**config.mk**
```make
export PLATFORM = sky130hd
export DESIGN_NAME = alpha_wb_arbiter
export DESIGN_NICKNAME = d
export VERILOG_FILES = /design/src/rtl/alpha_wb_arbiter.sv
export SDC_FILE = /design/constraint.sdc
export NUM_CORES = 1
export LEC_CHECK = 0
export CAP_MARGIN = 40
export CORE_AREA = 5 5 122 124
export CTS_BUF_LIST = sky130_fd_sc_hd__clkbuf_16
export DETAILED_ROUTE_END_ITERATION = 8
export DIE_AREA = 0 0 127 129
export PLACE_DENSITY = 0.67
export SETUP_SLACK_MARGIN = 0.15
export SYNTH_ARGS = -nofsm -noshare
export SYNTH_HDL_FRONTEND = slang
export SYNTH_SLANG_ARGS = --single-unit
```
**constraint.sdc**
```tcl
create_clock -name wb_clk_i -period 3.52 [get_ports wb_clk_i]
set_clock_uncertainty 0.2 [all_clocks]
set_input_delay 0.528 -clock wb_clk_i [delete_from_list [all_inputs] [get_ports wb_clk_i]]
set_output_delay 0.528 -clock wb_clk_i [all_outputs]
set_load 0.01 [all_outputs]
```
**src/rtl/alpha_wb_arbiter.sv**
```systemverilog
// Two-master Wishbone classic arbiter. The grant is round-robin and held for the whole
// cycle; a slave timeout errors the owner so a dead slave cannot hang either master.
module alpha_wb_arbiter #(
  parameter int unsigned AW      = 32,
  parameter int unsigned DW      = 32,
  parameter int unsigned TIMEOUT = 255
) (
  input  logic            wb_clk_i,
  input  logic            wb_rst_i,
  input  logic            m0_cyc_i,
  input  logic            m0_stb_i,
  input  logic            m0_we_i,
  input  logic [DW/8-1:0] m0_sel_i,
  input  logic [AW-1:0]   m0_adr_i,
  input  logic [DW-1:0]   m0_dat_i,
  output logic            m0_ack_o,
  output logic            m0_err_o,
  output logic [DW-1:0]   m0_dat_o,
  input  logic            m1_cyc_i,
  input  logic            m1_stb_i,
  input  logic            m1_we_i,
  input  logic [DW/8-1:0] m1_sel_i,
  input  logic [AW-1:0]   m1_adr_i,
  input  logic [DW-1:0]   m1_dat_i,
  output logic            m1_ack_o,
  output logic            m1_err_o,
  output logic [DW-1:0]   m1_dat_o,
  output logic            s_cyc_o,
  output logic            s_stb_o,
  output logic            s_we_o,
  output logic [DW/8-1:0] s_sel_o,
  output logic [AW-1:0]   s_adr_o,
  output logic [DW-1:0]   s_dat_o,
  input  logic            s_ack_i,
  input  logic [DW-1:0]   s_dat_i,
  output logic [1:0]      grant_o,
  output logic            tmo_o
);

  localparam logic [1:0]  StIdle  = 2'd0;
  localparam logic [1:0]  StBusy  = 2'd1;
  localparam logic [1:0]  StTmo   = 2'd2;
  localparam logic [15:0] TmoLast = 16'(TIMEOUT - 1);

  logic [1:0]  state_q, state_d;
  logic [1:0]  grant_q, grant_d;
  logic        last_q, last_d;  // 1 when M1 was the most recent owner
  logic [15:0] cnt_q, cnt_d;

  logic            busy;
  logic            own_cyc, own_stb, own_we;
  logic [DW/8-1:0] own_sel;
  logic [AW-1:0]   own_adr;
  logic [DW-1:0]   own_dat;
  logic            tmo_hit;
  logic            pick_m1;

  // Outputs are gated by reset so an aborted transfer disappears in the reset cycle itself.
  assign busy    = (state_q == StBusy) && !wb_rst_i;

  assign own_cyc = grant_q[1] ? m1_cyc_i : m0_cyc_i;
  assign own_stb = grant_q[1] ? m1_stb_i : m0_stb_i;
  assign own_we  = grant_q[1] ? m1_we_i  : m0_we_i;
  assign own_sel = grant_q[1] ? m1_sel_i : m0_sel_i;
  assign own_adr = grant_q[1] ? m1_adr_i : m0_adr_i;
  assign own_dat = grant_q[1] ? m1_dat_i : m0_dat_i;

  assign s_cyc_o = busy && own_cyc;
  assign s_stb_o = s_cyc_o && own_stb;
  assign s_we_o  = busy && own_we;
  assign s_sel_o = busy ? own_sel : '0;
  assign s_adr_o = busy ? own_adr : '0;
  assign s_dat_o = busy ? own_dat : '0;

  // A same-cycle ack suppresses the timeout.
  assign tmo_hit = s_stb_o && !s_ack_i && (cnt_q == TmoLast);
  assign tmo_o   = tmo_hit;

  assign m0_ack_o = s_cyc_o && grant_q[0] && s_ack_i;
  assign m1_ack_o = s_cyc_o && grant_q[1] && s_ack_i;
  assign m0_err_o = tmo_hit && grant_q[0];
  assign m1_err_o = tmo_hit && grant_q[1];
  assign m0_dat_o = (busy && grant_q[0]) ? s_dat_i : '0;
  assign m1_dat_o = (busy && grant_q[1]) ? s_dat_i : '0;
  assign grant_o  = wb_rst_i ? 2'b00 : grant_q;

  assign pick_m1  = !(m0_cyc_i && (!m1_cyc_i || last_q));

  always_comb begin
    state_d = state_q;
    grant_d = grant_q;
    last_d  = last_q;
    cnt_d   = cnt_q;
    unique case (state_q)
      StIdle: begin
        if (m0_cyc_i || m1_cyc_i) begin
          grant_d = pick_m1 ? 2'b10 : 2'b01;
          last_d  = pick_m1;
          cnt_d   = '0;
          state_d = StBusy;
        end
      end
      StBusy: begin
        if (!own_cyc) begin
          grant_d = '0;
          cnt_d   = '0;
          state_d = StIdle;
        end else if (tmo_hit) begin
          cnt_d   = '0;
          state_d = StTmo;
        end else if (s_ack_i) begin
          cnt_d = '0;
        end else if (s_stb_o) begin
          cnt_d = cnt_q + 16'd1;
        end
      end
      StTmo: begin
        if (!own_cyc) begin
          grant_d = '0;
          state_d = StIdle;
        end
      end
      default: begin
        grant_d = '0;
        cnt_d   = '0;
        state_d = StIdle;
      end
    endcase
  end

  always_ff @(posedge wb_clk_i) begin
    if (wb_rst_i) begin
      state_q <= StIdle;
      grant_q <= '0;
      last_q  <= 1'b1;
      cnt_q   <= '0;
    end else begin
      state_q <= state_d;
      grant_q <= grant_d;
      last_q  <= last_d;
      cnt_q   <= cnt_d;
    end
  end

endmodule
```
==> impl_metrics.ini <==
[yosys]
yosysSeqAreaShare_pct = 15.7
syn_area_mm2 = 0.00268
synth_edf_count = 0
synth_cells = 383
synth.ff_latch_count = 21
async_flop_share_pct = 0
yosysUniqueCellTypes = 40
yosysWarningCount = 0
synth_flop_cell = dfxtp_1
syn_nets = 565
synth_area_per_cell_um2 = 6.99

[floorplanning]
start_util_pct = 19.6
core_mm2 = 0.0137
die_x_um = 127
rows = 43
ios = 319
dieArea_mm2 = 0.0164
die_h_um = 129

[cells_and_area]
post_layout_nonfiller_instances = 862
final_area_mm2 = 0.00616
area_growth_pct = 130
postLayoutCoreUtil_pct = 45.0
seqCellArea_um2 = 424
layout.nets = 865
multi_input_area_mm2 = 0.00211
insertedDiodeCount = 0
fill_cells = 1347
drive_gt1_share_pct = 3.52

[power_and_ir_drop]
finalPower_mw = 1.12
vdd_ir_drop_max_mv = 0.197
p_per_area_mw_per_mm2 = 181
p_leak_nw = 2.38

[critical_path]
cp.arrival_ns = 2.49
cp_data_required_time_ns = 2.79
cpMostUsedCell = clkdlybuf4s50_1
critical_path_class = input pin to output pin
path_max_fanout = 7
cp-start-kind = input pin
cp_slowest_cell = clkdlybuf4s50_1
slowest_delay_ns = 0.61
crit_chain = clkdlybuf4s50_1 -> mux2_2 -> nand3_1 -> nor2_1 -> and2_1 -> clkdlybuf4s50_1
setup.worst_path.end_class = output pin

[routing]
vias = 3920
drc = 0
vias_per_cell = 4.55
wirelength_um = 16400
postRouteAntennaNets = 0
drt-pass1-iter-count = 4
wl_per_cell_um = 19.0
drt_iter0_markers = 218

[clocking]
cts_buffers = 3
cts_buffer_depth = 2
hold_buffers = 0
worstSkewPairLatency_ns = 0.26
cts_resized = 0
cts_root_buffer = clkbuf_16
clkSinkCount = 21
postCtsSetupRepairBufs = 0
clkTransAtPathRegs_ns = 0.06
htreeDepth = 1
tritoncts = done

[placed_design]
pre_cts_ws_ns = 0.256
dp_hpwl_um = 14300
numPortBuffers = 318
place.gp.congestion = 0.879
placed_cells = 858
place_area_mm2 = 0.00608

[hold_path]
hold_path.class = register to register

[global_route]
antenna_found_initial = 1
grt_pass1_wl_um = 23100
track_usage_pct = 18.1
grt_pass1_vias = 3894
grt_overflow = 0
grt_max_degree = 67

[job]
drv_cap = 0

[sta]
slew_headroom_pct = 61.8
finalSetupViolCount = 0
hold_viol_final = 0
post-route-period-util_pct = 91.5
worst_slack_ns = 0.299
min_period_ns = 3.22
timing.hold.ws_ns = 0.295
slew_violations = 0
fin_setup_tns_ns = 0
worstMarginPinSlew_ns = 0.565
rsz0062_at_grt = no
fmax_ghz = 0.310

[run_status]
status = completed
## worst paths after layout
path                           startpoint                      end  slack (ns)  cells past startpoint
setup / recovery                 m1_cyc_i                 m0_err_o        0.30                      6
hold / removal    grant_q[0]$_SDFFE_PP0P_  grant_q[0]$_SDFFE_PP0P_        0.30                      2
setup reg to reg  state_q[0]$_SDFFE_PP0P_   cnt_q[15]$_SDFFE_PP0P_        0.64                      7
hold reg to reg   grant_q[0]$_SDFFE_PP0P_  grant_q[0]$_SDFFE_PP0P_        0.30                      2
## layout by cell type, fill, tap and decap left out, types with 3 or more instances in the layout
| cell type | count |
|---|---|
| clkdlybuf4s50_1 | 317 |
| nor2_1 | 88 |
| mux2i_1 | 70 |
| and3_1 | 67 |
| dfxtp_1 | 20 |
| nand2_1 | 14 |
| buf_4 | 10 |
| xor2_1 | 9 |
| nand3_1 | 8 |
| o21ai_0 | 8 |
| a21oi_1 | 8 |
| inv_1 | 7 |
| ha_1 | 5 |
| nand2b_1 | 4 |
| a21o_1 | 4 |
| nor3_1 | 3 |
| or3_1 | 3 |
| clkbuf_16 | 3 |
## metal layers
metal	global-route usage (%)	vias up	share of wire (%)	wire, µm
met4	2.78	2	1.2	204
met2	31.8	200	50	8180
met5	0	-	0.079	13
met1	21.7	1774	39	6400
met3	6.35	13	9.8	1600
li1	-	1931	-	-
## critical path, delay by kind of cell
family | cells | cell delay [ns]
buffers and inverters | 2 | 1.17
and+or+nand+nor | 3 | 0.53
muxes | 1 | 0.26
## area by class of cell
type / instances / area share (%)
clock buffer: 3 / 1.22
timing repair buffer: 329 / 53.4
clock inverter: 1 / 0.0813
multi-input combinational: 321 / 34.3
tap: 180 / 3.66
inverter: 7 / 0.427
sequential: 21 / 6.89
## cells in the mapped netlist, types with 3 or more instances
master     n  area, µm²
dfxtp_1   21        420
ha_1       5       62.6
o21ai_0    8       40.0
mux2i_1   70        701
a21oi_1    8       40.0
a21o_1     4       30.0
inv_1      7       26.3
or3_1      3       18.8
and3_1    67        419
clkbuf_1  29        109
xor2_1     9       78.8
nor2_1    88        330
nand3_1    8       40.0
nand2_1   14       52.6
nand2b_1   5       31.3
buf_1      3       11.3
nor3_1     3       15.0
## registers in the layout, summed over array words and instances, names as in the netlist
register	count
state_q	2
grant_q	2
last_q	1
cnt_q	16
## power by group
group	internal, mW	total, mW	switching [mW]
Sequential	0.244	0.258	0.0135
Combinational	0.361	0.615	0.255
Clock	0.153	0.244	0.0912
Total	0.758	1.12	0.359
## logic make-up (layout without fill, tap and decap cells)
kind of cell | count (synthesis) | in the layout | share of synthesized area (%)
fa+ha+maj | 5 | 5 | 2.34
compound gates | 29 | 29 | 6.82
mux | 72 | 72 | 27.0
flops | 21 | 21 | 15.7
simple gates | 205 | 205 | 39.0
xor+xnor | 10 | 10 | 3.27
buf+inv | 41 | 340 | 5.84
(Power assumes the default switching activity.)
